`src/rtl/spi_link_pkg.sv`:
```
// ---------------------------------------------------------------------------
// spi_link_pkg
// Shared constants for the 16-bit FPGA <-> motor-board SPI word link.
//   SPI_WORD_W    : bits per word on the link
//   SPI_CPOL/CPHA : clock mode shared by spi_master and spi_slave_word
//   SPI_IDLE_WORD : word returned when the responder has nothing queued
//   ST_*          : responder FSM state encodings
// ---------------------------------------------------------------------------
package spi_link_pkg;

    localparam int                    SPI_WORD_W    = 16;
    localparam logic                  SPI_CPOL      = 1'b0;
    localparam logic                  SPI_CPHA      = 1'b1;
    localparam logic [SPI_WORD_W-1:0] SPI_IDLE_WORD = 16'h0000;

    typedef logic [1:0] spi_state_t;

    localparam spi_state_t ST_IDLE  = 2'd0;
    localparam spi_state_t ST_LOAD  = 2'd1;
    localparam spi_state_t ST_SHIFT = 2'd2;

endpackage

```
`src/rtl/spi_slave_word_if.sv`:
```
// ---------------------------------------------------------------------------
// spi_slave_word_if
// Bundles the SPI pins and the user-side rx/tx word handshakes of
// spi_slave_word. Signal suffixes are from the responder's point of view.
//   slave  modport : used by spi_slave_word
//   master modport : used by the SPI master / user logic side
// Optional status signals exist only when SPI_SLAVE_STATUS_EN is defined.
// ---------------------------------------------------------------------------
interface spi_slave_word_if
    import spi_link_pkg::*;
#(
    parameter int WORD_W = SPI_WORD_W,
    parameter int IDX_W  = 8
);

    logic              sck_i;
    logic              ssn_i;
    logic              mosi_i;
    logic              miso_o;
    logic              miso_oe_o;
    logic [WORD_W-1:0] tx_data_i;
    logic              tx_valid_i;
    logic              tx_ready_o;
    logic [WORD_W-1:0] rx_data_o;
    logic              rx_valid_o;
    logic [IDX_W-1:0]  word_idx_o;
    logic              frame_start_o;
    logic              frame_end_o;
    logic              abort_o;
`ifdef SPI_SLAVE_STATUS_EN
    logic              underrun_o;
    logic              overrun_o;
    logic              status_clr_i;
    logic [IDX_W-1:0]  frame_words_o;
`endif

    modport slave (
        input  sck_i, ssn_i, mosi_i, tx_data_i, tx_valid_i,
`ifdef SPI_SLAVE_STATUS_EN
        input  status_clr_i,
        output underrun_o, overrun_o, frame_words_o,
`endif
        output miso_o, miso_oe_o, tx_ready_o, rx_data_o, rx_valid_o,
        output word_idx_o, frame_start_o, frame_end_o, abort_o
    );

    modport master (
        output sck_i, ssn_i, mosi_i, tx_data_i, tx_valid_i,
`ifdef SPI_SLAVE_STATUS_EN
        output status_clr_i,
        input  underrun_o, overrun_o, frame_words_o,
`endif
        input  miso_o, miso_oe_o, tx_ready_o, rx_data_o, rx_valid_o,
        input  word_idx_o, frame_start_o, frame_end_o, abort_o
    );

endinterface

```
`src/rtl/spi_sync_edge.sv`:
```
// ---------------------------------------------------------------------------
// spi_sync_edge
// Multi-flop synchroniser for an asynchronous pin followed by a history flop;
// rise_o/fall_o are single-cycle strobes of the synchronised level.
//   clock, reset_n : system clock, async active-low reset
//   d_i            : asynchronous input pin
//   rise_o/fall_o  : edge strobes in the clock domain
// RESET_VAL sets the idle level so no false edge appears after reset.
// ---------------------------------------------------------------------------
module spi_sync_edge #(
    parameter int   STAGES    = 2,
    parameter logic RESET_VAL = 1'b0
) (
    input  logic clock,
    input  logic reset_n,
    input  logic d_i,
    output logic rise_o,
    output logic fall_o
);

    logic [STAGES-1:0] sync_q;
    logic              hist_q;

    always_ff @(posedge clock or negedge reset_n) begin
        if (!reset_n) begin
            sync_q <= {STAGES{RESET_VAL}};
            hist_q <= RESET_VAL;
        end else begin
            sync_q <= {sync_q[STAGES-2:0], d_i};
            hist_q <= sync_q[STAGES-1];
        end
    end

    assign rise_o =  sync_q[STAGES-1] & ~hist_q;
    assign fall_o = ~sync_q[STAGES-1] &  hist_q;

endmodule

```
`src/rtl/spi_slave_word.sv`:
```
// ---------------------------------------------------------------------------
// spi_slave_word
// SPI responder for the 16-bit word link (MSB first, CPOL=0, CPHA=1).
// SCK/SSN/MOSI are oversampled in the system clock domain (clock >= 8x SCK).
// Ports:
//   clock, reset_n : system clock, async active-low reset
//   bus (slave)    : SPI pins, tx holding handshake, rx word strobe,
//                    word index and frame start/end/abort pulses
// Optional: define SPI_SLAVE_STATUS_EN to add sticky underrun/overrun flags,
// status_clr_i and the frame_words_o count of the last frame.
// ---------------------------------------------------------------------------
module spi_slave_word
    import spi_link_pkg::*;
#(
    parameter int                WORD_W      = SPI_WORD_W,
    parameter logic [WORD_W-1:0] IDLE_WORD   = WORD_W'(SPI_IDLE_WORD),
    parameter int                SYNC_STAGES = 2,
    parameter int                IDX_W       = 8
) (
    input logic             clock,
    input logic             reset_n,
    spi_slave_word_if.slave bus
);

    localparam int                CNT_W    = $clog2(WORD_W + 1);
    localparam logic [CNT_W-1:0] LAST_BIT = CNT_W'(WORD_W - 1);
    localparam logic [CNT_W-1:0] FULL_CNT = CNT_W'(WORD_W);

    logic sck_rise, sck_fall, ssn_rise, ssn_fall, mosi_s;
    logic [SYNC_STAGES-1:0] mosi_sync_q;

    spi_sync_edge #(.STAGES(SYNC_STAGES), .RESET_VAL(SPI_CPOL)) u_sck (
        .clock(clock), .reset_n(reset_n), .d_i(bus.sck_i),
        .rise_o(sck_rise), .fall_o(sck_fall)
    );

    spi_sync_edge #(.STAGES(SYNC_STAGES), .RESET_VAL(1'b1)) u_ssn (
        .clock(clock), .reset_n(reset_n), .d_i(bus.ssn_i),
        .rise_o(ssn_rise), .fall_o(ssn_fall)
    );

    // MOSI has the same depth as SCK so a bit lines up with its sampling edge.
    always_ff @(posedge clock or negedge reset_n) begin
        if (!reset_n) mosi_sync_q <= '0;
        else          mosi_sync_q <= {mosi_sync_q[SYNC_STAGES-2:0], bus.mosi_i};
    end
    assign mosi_s = mosi_sync_q[SYNC_STAGES-1];

    spi_state_t        state_q, state_d;
    logic [CNT_W-1:0]  bitcnt_q, bitcnt_d;
    logic [WORD_W-1:0] tx_shift_q, tx_shift_d, rx_shift_q, rx_shift_d;
    logic [WORD_W-1:0] hold_q, hold_d, rx_data_q, rx_data_d, load_word;
    logic              hold_valid_q, hold_valid_d;
    logic [IDX_W-1:0]  idx_q, idx_d, word_idx_q, word_idx_d;
    logic              miso_q, miso_d, oe_q, oe_d, rx_valid_q, rx_valid_d;
    logic              fstart_q, fstart_d, fend_q, fend_d, abort_q, abort_d;
    logic              load_evt;

    always_comb begin
        state_d      = state_q;
        bitcnt_d     = bitcnt_q;
        tx_shift_d   = tx_shift_q;
        rx_shift_d   = rx_shift_q;
        hold_d       = hold_q;
        hold_valid_d = hold_valid_q;
        idx_d        = idx_q;
        word_idx_d   = word_idx_q;
        rx_data_d    = rx_data_q;
        miso_d       = miso_q;
        oe_d         = oe_q;
        rx_valid_d   = 1'b0;
        fstart_d     = 1'b0;
        fend_d       = 1'b0;
        abort_d      = 1'b0;
        load_evt     = 1'b0;
        load_word    = hold_valid_q ? hold_q : IDLE_WORD;

        unique case (state_q)
            ST_IDLE: begin
                oe_d = 1'b0;
                if (ssn_fall) begin
                    fstart_d = 1'b1;
                    idx_d    = '0;
                    oe_d     = 1'b1;
                    state_d  = ST_LOAD;
                end
            end
            ST_LOAD: begin
                bitcnt_d = '0;
                if (sck_rise) begin
                    load_evt   = 1'b1;
                    tx_shift_d = load_word;
                    miso_d     = load_word[WORD_W-1];
                    state_d    = ST_SHIFT;
                end
            end
            ST_SHIFT: begin
                if (sck_fall) begin
                    rx_shift_d = {rx_shift_q[WORD_W-2:0], mosi_s};
                    bitcnt_d   = bitcnt_q + 1'b1;
                    if (bitcnt_q == LAST_BIT) begin
                        rx_data_d  = {rx_shift_q[WORD_W-2:0], mosi_s};
                        rx_valid_d = 1'b1;
                        word_idx_d = idx_q;
                        if (idx_q != '1) idx_d = idx_q + 1'b1;
                        state_d    = ST_LOAD;
                    end
                end else if (sck_rise && (bitcnt_q < FULL_CNT)) begin
                    tx_shift_d = {tx_shift_q[WORD_W-2:0], 1'b0};
                    miso_d     = tx_shift_q[WORD_W-2];
                end
            end
            default: state_d = ST_IDLE;
        endcase

        // Deselect is applied after the word logic so a final fall on the
        // same clock still completes its word and does not count as abort.
        if (ssn_rise && (state_q != ST_IDLE)) begin
            fend_d  = 1'b1;
            oe_d    = 1'b0;
            state_d = ST_IDLE;
            abort_d = (bitcnt_d != '0) && (bitcnt_d != FULL_CNT);
        end

        // A load consumes an occupied register; capture only fills an empty
        // one, so the two never fight over hold_valid.
        if (load_evt && hold_valid_q) hold_valid_d = 1'b0;
        if (bus.tx_valid_i && !hold_valid_q) begin
            hold_d       = bus.tx_data_i;
            hold_valid_d = 1'b1;
        end
    end

    always_ff @(posedge clock or negedge reset_n) begin
        if (!reset_n) begin
            state_q      <= ST_IDLE;
            bitcnt_q     <= '0;
            tx_shift_q   <= '0;
            rx_shift_q   <= '0;
            hold_q       <= '0;
            hold_valid_q <= 1'b0;
            idx_q        <= '0;
            word_idx_q   <= '0;
            rx_data_q    <= '0;
            miso_q       <= 1'b0;
            oe_q         <= 1'b0;
            rx_valid_q   <= 1'b0;
            fstart_q     <= 1'b0;
            fend_q       <= 1'b0;
            abort_q      <= 1'b0;
        end else begin
            state_q      <= state_d;
            bitcnt_q     <= bitcnt_d;
            tx_shift_q   <= tx_shift_d;
            rx_shift_q   <= rx_shift_d;
            hold_q       <= hold_d;
            hold_valid_q <= hold_valid_d;
            idx_q        <= idx_d;
            word_idx_q   <= word_idx_d;
            rx_data_q    <= rx_data_d;
            miso_q       <= miso_d;
            oe_q         <= oe_d;
            rx_valid_q   <= rx_valid_d;
            fstart_q     <= fstart_d;
            fend_q       <= fend_d;
            abort_q      <= abort_d;
        end
    end

    assign bus.miso_o        = miso_q;
    assign bus.miso_oe_o     = oe_q;
    assign bus.tx_ready_o    = ~hold_valid_q;
    assign bus.rx_data_o     = rx_data_q;
    assign bus.rx_valid_o    = rx_valid_q;
    assign bus.word_idx_o    = word_idx_q;
    assign bus.frame_start_o = fstart_q;
    assign bus.frame_end_o   = fend_q;
    assign bus.abort_o       = abort_q;

`ifdef SPI_SLAVE_STATUS_EN
    logic             underrun_q, overrun_q;
    logic [IDX_W-1:0] frame_words_q;

    // Sticky flags; an explicit clear wins over a new event on the same clock.
    always_ff @(posedge clock or negedge reset_n) begin
        if (!reset_n) begin
            underrun_q    <= 1'b0;
            overrun_q     <= 1'b0;
            frame_words_q <= '0;
        end else begin
            if (bus.status_clr_i) begin
                underrun_q <= 1'b0;
                overrun_q  <= 1'b0;
            end else begin
                if (load_evt && !hold_valid_q) underrun_q <= 1'b1;
                if (bus.tx_valid_i && hold_valid_q && (state_q != ST_IDLE))
                    overrun_q <= 1'b1;
            end
            if (fend_d) frame_words_q <= idx_d;
        end
    end

    assign bus.underrun_o    = underrun_q;
    assign bus.overrun_o     = overrun_q;
    assign bus.frame_words_o = frame_words_q;
`endif

endmodule

```
`src/flat_wrapper.sv`:
```
// flat-port wrapper written by rule: the top's interface ports become plain ports
module spi_slave_word_flat import spi_link_pkg::*;
#(
    parameter int                WORD_W      = SPI_WORD_W,
    parameter logic [WORD_W-1:0] IDLE_WORD   = WORD_W'(SPI_IDLE_WORD),
    parameter int                SYNC_STAGES = 2,
    parameter int                IDX_W       = 8
)
  (clock, reset_n, bus_sck_i, bus_ssn_i, bus_mosi_i, bus_tx_data_i, bus_tx_valid_i, bus_miso_o, bus_miso_oe_o, bus_tx_ready_o, bus_rx_data_o, bus_rx_valid_o, bus_word_idx_o, bus_frame_start_o, bus_frame_end_o, bus_abort_o);
  spi_slave_word_if #(.WORD_W(WORD_W), .IDX_W(IDX_W)) bus_i ();
  input logic clock;
  input logic reset_n;
  input wire logic [$bits(bus_i.sck_i)-1:0] bus_sck_i;
  input wire logic [$bits(bus_i.ssn_i)-1:0] bus_ssn_i;
  input wire logic [$bits(bus_i.mosi_i)-1:0] bus_mosi_i;
  input wire logic [$bits(bus_i.tx_data_i)-1:0] bus_tx_data_i;
  input wire logic [$bits(bus_i.tx_valid_i)-1:0] bus_tx_valid_i;
  output wire logic [$bits(bus_i.miso_o)-1:0] bus_miso_o;
  output wire logic [$bits(bus_i.miso_oe_o)-1:0] bus_miso_oe_o;
  output wire logic [$bits(bus_i.tx_ready_o)-1:0] bus_tx_ready_o;
  output wire logic [$bits(bus_i.rx_data_o)-1:0] bus_rx_data_o;
  output wire logic [$bits(bus_i.rx_valid_o)-1:0] bus_rx_valid_o;
  output wire logic [$bits(bus_i.word_idx_o)-1:0] bus_word_idx_o;
  output wire logic [$bits(bus_i.frame_start_o)-1:0] bus_frame_start_o;
  output wire logic [$bits(bus_i.frame_end_o)-1:0] bus_frame_end_o;
  output wire logic [$bits(bus_i.abort_o)-1:0] bus_abort_o;
  assign bus_i.sck_i = bus_sck_i;
  assign bus_i.ssn_i = bus_ssn_i;
  assign bus_i.mosi_i = bus_mosi_i;
  assign bus_i.tx_data_i = bus_tx_data_i;
  assign bus_i.tx_valid_i = bus_tx_valid_i;
  assign bus_miso_o = bus_i.miso_o;
  assign bus_miso_oe_o = bus_i.miso_oe_o;
  assign bus_tx_ready_o = bus_i.tx_ready_o;
  assign bus_rx_data_o = bus_i.rx_data_o;
  assign bus_rx_valid_o = bus_i.rx_valid_o;
  assign bus_word_idx_o = bus_i.word_idx_o;
  assign bus_frame_start_o = bus_i.frame_start_o;
  assign bus_frame_end_o = bus_i.frame_end_o;
  assign bus_abort_o = bus_i.abort_o;
  spi_slave_word #(.WORD_W(WORD_W), .IDLE_WORD(IDLE_WORD), .SYNC_STAGES(SYNC_STAGES), .IDX_W(IDX_W)) u_core (.clock(clock), .reset_n(reset_n), .bus(bus_i));
endmodule
```
`config.mk`:
```
export PLATFORM = sky130hd
export DESIGN_NAME = spi_slave_word_flat
export DESIGN_NICKNAME = d
export VERILOG_FILES = /design/src/rtl/spi_link_pkg.sv /design/src/rtl/spi_slave_word_if.sv /design/src/rtl/spi_sync_edge.sv /design/src/rtl/spi_slave_word.sv /design/src/flat_wrapper.sv
export SDC_FILE = /design/constraint.sdc
export NUM_CORES = 1
export LEC_CHECK = 0
export CAP_MARGIN = 20
export CORE_UTILIZATION = 55
export DETAILED_ROUTE_END_ITERATION = 10
export PLACE_DENSITY = 0.83
export SETUP_SLACK_MARGIN = 0.15
export SLEW_MARGIN = 20
export SYNTH_ARGS = -nofsm -noshare
export SYNTH_HDL_FRONTEND = slang
export SYNTH_HIERARCHICAL = 1
export SYNTH_SLANG_ARGS = --single-unit
```
`constraint.sdc`:
```
create_clock -name clock -period 4.7 [get_ports clock]
set_clock_uncertainty 0.1 [all_clocks]
set_input_delay 0.94 -clock clock [delete_from_list [all_inputs] [get_ports clock]]
set_output_delay 0.94 -clock clock [all_outputs]
set_load 0.005 [all_outputs]
```
Yosys cells after proc, flatten, opt, wreduce, memory -nomap -nowiden. Index checks and enable logic that the tools add are counted.

Equality and inequality tests: 16. $add $sub $neg: 2. Multiplexer cells: 35. Bitwise operators: 9. Reductions and logical operators: 18. Order comparisons: 1.

Operators by type and width (number): 15-bit two-way mux (3); 8-bit two-way mux (4); 15-bit one-hot mux with 2 select lines (1); 1-bit two-way mux (16); 16-bit two-way mux (1); 8-bit one-hot mux with 2 select lines (1); 2-bit by 1-bit inequality test with 1-bit output, second input constant (6); 3-bit by 1-bit inequality test with 1-bit output, second input constant (4); 2-bit two-way mux (5); 5-bit one-hot mux with 2 select lines (1); 2-bit nonzero test (5); 8-bit by 1-bit adder with 8-bit output, second input constant (1); 8-bit inequality test, second input constant (1); 4-bit AND reduction (2); 2-bit one-hot mux with 3 select lines (1); 5-bit by 1-bit adder with 5-bit output, second input constant (1); 5-bit by 4-bit equality test with 1-bit output, second input constant (1); 1-bit logical AND (5); 5-bit < comparator, second input constant (1); 5-bit two-way mux (1); 5-bit inequality test, second input constant (1); 1-bit NOT (5); 5-bit AND reduction (1); 5-bit nonzero test (1); other kinds (9) (12).

Output and inout port bits: 31. Word-level logic and storage cells: 101. Register bits: 100.

Logic depth before layout (Yosys ltp).
Depth after elaboration: 7. Gate-level depth with buffers: 8. Depth with buffers taken out: 7.

Modules after synthesis. The synthesis kept the hierarchy.

Modules (own cells, without submodules): spi_slave_word (cells an instance 326, times used 1, area an instance 3952.5 sq um, sequential area each 2352.3 sq um); spi_sync_edge (u_core.u_ssn) (cells an instance 5, times used 1, area an instance 93.8 sq um, sequential area each 78.8 sq um); spi_sync_edge (u_core.u_sck) (cells an instance 5, times used 1, area an instance 90.1 sq um, sequential area each 75.1 sq um).

Worst setup path after synthesis. OpenSTA, ideal clock, no wires.

Path type: register to register. From: register u_core.bitcnt_q[0]. To: register u_core.idx_q[3]. Path buffers: 1. Setup slack: 2.402 ns. Arrival: 2.121 ns. Cell stages (with the launch flop): 9. Setup time: 0.077 ns. Cells stage by stage: dfrtp_1 > ha_1 > and3_1 > ha_1 > a21boi_4 > or3_1 > clkbuf_2 > or4_1 > a21oi_1.

Word-level cells in the longest chain between the ends: 3.

Ends and longest elaborated chain: start: declaration (line spi_slave_word.sv:50) `logic [CNT_W-1:0] bitcnt_q, bitcnt_d;`; start signal: assignment (line spi_slave_word.sv:153) `bitcnt_q <= bitcnt_d;`; 5-bit by 4-bit equality test with 1-bit output (line spi_slave_word.sv:101) `if (bitcnt_q == LAST_BIT) begin`; 2-bit by 1-bit inequality test with 1-bit output (no line); 5-bit AND reduction (no line); end signal: assignment (line spi_slave_word.sv:158) `idx_q <= idx_d;`; end: declaration (line spi_slave_word.sv:54) `logic [IDX_W-1:0] idx_q, idx_d, word_idx_q, word_idx_d;`.

Every way passes these cells. A chain may end at the register's enable or synchronous reset.

Worst setup path in the final report.
From: register u_core.state_q[0]. To: register u_core.tx_shift_q[6].

Word-level cells in the longest chain between the ends: 3.

Ends and longest elaborated chain: start: declaration (line spi_slave_word.sv:49) `spi_state_t state_q, state_d;`; start signal: assignment (line spi_slave_word.sv:152) `state_q <= state_d;`; 2-bit equality test or 2-bit by 1-bit equality test with 1-bit output (tied branches) (line spi_slave_word.sv:78) `unique case (state_q)`; 2-bit inequality test (no line), or another cell as far along; 4-bit AND reduction (no line); end signal: assignment (line spi_slave_word.sv:154) `tx_shift_q <= tx_shift_d;`; end: declaration (line spi_slave_word.sv:51) `logic [WORD_W-1:0] tx_shift_q, tx_shift_d, rx_shift_q, rx_shift_d;`.

Parallel ways exist; a longest one is shown, timed or not.

==> results_dict.tcl <==
set metrics [dict create \
    status "completed" \
    grt_max_degree 70 \
    min_path_type "reg -> reg" \
    num_vias 2738 \
    syn2layout_area_growth_pct 19.84 \
    synth-seq-cells 100 \
    power_frac_clock_pct 26.1 \
    path_max_fanout 32 \
    synthXorXnorAreaFrac_pct 0 \
    synth_top_area_share_pct 58.68 \
    ys_top_cells_by_area "dfrtp_1 (59%), mux2_2 (15%), nand2_1 (3.1%), o21ai_0 (2.8%), a22oi_1 (2.5%)" \
    cts_tree "built" \
    drv_cap 0 \
    worst-path-stages 6 \
    die_area_um2 7871 \
    fin_tns_setup_ns 0 \
    peakVddDrop_v 0.0003352 \
    synthFlopType "dfrtp_1" \
    setup_viol 0 \
    clock.fmax_ghz 0.3878 \
    gp_congestion 0.8089 \
    n_fill_cell 534 \
    cp_num_buf_inv 2 \
    yosysMostFrequentCell "dfrtp_1" \
    drc_errors 0 \
    synthesis.area_um2 4136 \
    die_y_um 88.72 \
    io_buffers 52 \
    rsz0062_at_grt "no" \
    yosysTopAreaCell "dfrtp_1" \
    synth_top_family_by_area "multiplexers" \
    finalWirelength_um 7228 \
    multi_input_area_um2 1528 \
    cts_hold_buf 0 \
    end_kind "register" \
    vias_per_cell 5.576 \
    p_comb_share_pct 23.1 \
    wl_per_cell_um 14.72 \
    period_minus_slack_ns 2.579 \
    layout-drive-gt1-share_pct 21.68 \
    fin_crit_sh_pct 54.86 \
    synthAdderAreaFrac_pct 1.815 \
    cts_made_buffers 9 \
    cts_setup_buffers 0 \
    track_usage_pct 20.47 \
    design_area_um2 4957 \
    antenna_cells 0 \
    yosys_warnings 6 \
    hpwl_um 4744 \
    syn-instance-count 336 \
    clock-sinks 100 \
    grt_antenna_before_repair 0 \
    synthDistinctLibCells 39 \
    r2r_slack_ns 2.12 \
    core-area_um2 7253 \
    dpl_cell_area_um2 4743 \
    io_pins 53 \
    first_iter_violations 128 \
    hold_viol 0 \
    r2r.worst_path.cells 6 \
    initial_core_util_pct 57.03 \
    grt_pass1_wl_um 12070 \
    critPathLaunchType "register" \
    rows 31 \
    whs_path_depth 0 \
    p_leak_nw 2.286 \
    yosysSeqAreaShare_pct 60.59 \
    synth_compound_area_share_pct 10.07 \
    cts.htree.levels 3 \
    firstDrtPassIters 4 \
    synthTopCellsByCount "dfrtp_1 (97), mux2_2 (54), nand2_1 (34)" \
    seqPwrFrac_pct 50.9 \
    crit_type "reg -> reg" \
    async_reset_ff_share_pct 100.0 \
    r2r-end "u_core/tx_shift_q[6]" \
    dieWidth_um 88.72 \
    crit_chain "inv_1, ha_1, buf_4, nor2b_1, o21ai_2, o21ai_0" \
    critPathTopFamily "compound AO/OA/AOI/OAI gates" \
    synthSimpleGateAreaFrac_pct 10.01 \
    required_ns 4.80 \
    power.density_nw_per_um2 443.8 \
    grt.overflow.total 0 \
    drv_slew 0 \
    root_buffer "clkbuf_8" \
    reg2reg_from "u_core/state_q[0]" \
    slowest_stage "o21ai_2" \
    register_area_um2 2506 \
    avgSynthCellArea_um2 12.31 \
    cts_resized 0 \
    arrival_ns 2.68 \
    power.switching_w 0.0006655 \
    swShare_pct 30.25 \
    fin_nets 415 \
    whs_ns 0.2548 \
    ant_nets 0 \
    path_clk_slew_ns 0.10 \
    crit_start "u_core/state_q[0]" \
    clock_latency_ns 0.36 \
    synth_nets 364 \
    utilization_pct 68.35 \
    p_int_w 0.001534 \
    grt_pass1_vias 2608 \
    slowest_delay_ns 0.81 \
    synthMuxAreaShare_pct 14.94 \
    worst_pin_slew_ns 1.033 \
    clk_path_buf_depth 2 \
    endpoint "u_core/tx_shift_q[6]" \
    slew-limit-headroom_pct 30.90 \
    synth_edf_count 0 \
]
==> state kept, by name, summed over array words and instances, names as in the netlist, 2 cells and up <==
register and count:
u_core/bitcnt_q 5, u_core/bus.rx_data_o 16, u_core/bus.word_idx_o 8, u_core/hold_q 16
u_core/idx_q 8, u_core/mosi_sync_q 2, u_core/rx_shift_q 15, u_core/state_q 2
u_core/tx_shift_q 15, u_core/u_sck/sync_q 2, u_core/u_ssn/sync_q 2
==> worst min path at each step <==
| stage | from | to | slack (ns) |
|---|---|---|---|
| after floorplan | u_core/mosi_sync_q[0] | u_core/mosi_sync_q[1] | 0.23 |
| after global placement | u_core/mosi_sync_q[0] | u_core/mosi_sync_q[1] | 0.23 |
| after detailed placement | u_core/mosi_sync_q[0] | u_core/mosi_sync_q[1] | 0.23 |
| after CTS | u_core/mosi_sync_q[0] | u_core/mosi_sync_q[1] | 0.26 |
| after global routing | u_core/u_sck/sync_q[0] | u_core/u_sck/sync_q[1] | 0.27 |
| final | u_core/u_sck/sync_q[0] | u_core/u_sck/sync_q[1] | 0.25 |
==> power groups by stage <==
stage               logic, W  registers [W]  clock network [W]
floorplan           0.000378        0.00111                  0
global placement    0.000479        0.00113                  0
detailed placement  0.000507        0.00113                  0
CTS                 0.000509        0.00112           0.000592
global route        0.000572        0.00114           0.000632
finish              0.000507        0.00112           0.000573
==> cells by family after synthesis <==
logic type	Yosys count
AO/OA/AOI/OAI	64
multiplexers	55
flip-flops	100
AND/OR/NAND/NOR	85
buffers and inverters	26
adder cells (fa/ha/maj)	6
==> stage by stage <==
stage	std cells	total power [W]	setup slack, ns
after global routing	491	0.002340	1.842
after floorplan	336	0.001484	2.402
after CTS	491	0.002219	2.110
final	491	0.002200	2.121
after global placement	475	0.001607	2.272
after detailed placement	475	0.001641	2.149
==> final cells by class <==
type	count	share of cell area, %
multi-input cells	210	30.82
well taps	99	2.499
clock inverters	6	1.540
inverters	10	0.7572
flip-flops and latches	100	50.56
repair buffers	56	11.06
clock buffers	10	2.776
==> placed cells by master, fill, tap and decap left out, drive strengths merged, types with 2 or more instances in the layout <==
| cell type | count |
|---|---|
| a21oi | 5 |
| a22o | 3 |
| a22oi | 14 |
| a31o | 2 |
| a31oi | 4 |
| and2b | 2 |
| buf | 5 |
| clkbuf | 10 |
| clkdlybuf4s50 | 51 |
| dfrtp | 97 |
| dfstp | 3 |
| ha | 6 |
| inv | 14 |
| mux2 | 54 |
| nand2 | 34 |
| nand2b | 2 |
| nand3 | 5 |
| nand3b | 2 |
| nand4 | 4 |
| nor2 | 13 |
| nor2b | 9 |
| nor3 | 5 |
| o21ai | 28 |
| o31ai | 2 |
| or3 | 2 |
| or4 | 3 |
==> layer usage <==
metal  routed length (µm)  track usage, %
met2                 3608           33.01
met5                    0               0
met3                  296           6.157
met1                 3251           26.50
met4                   72           7.185
Power figures use the tool's default switching activity.
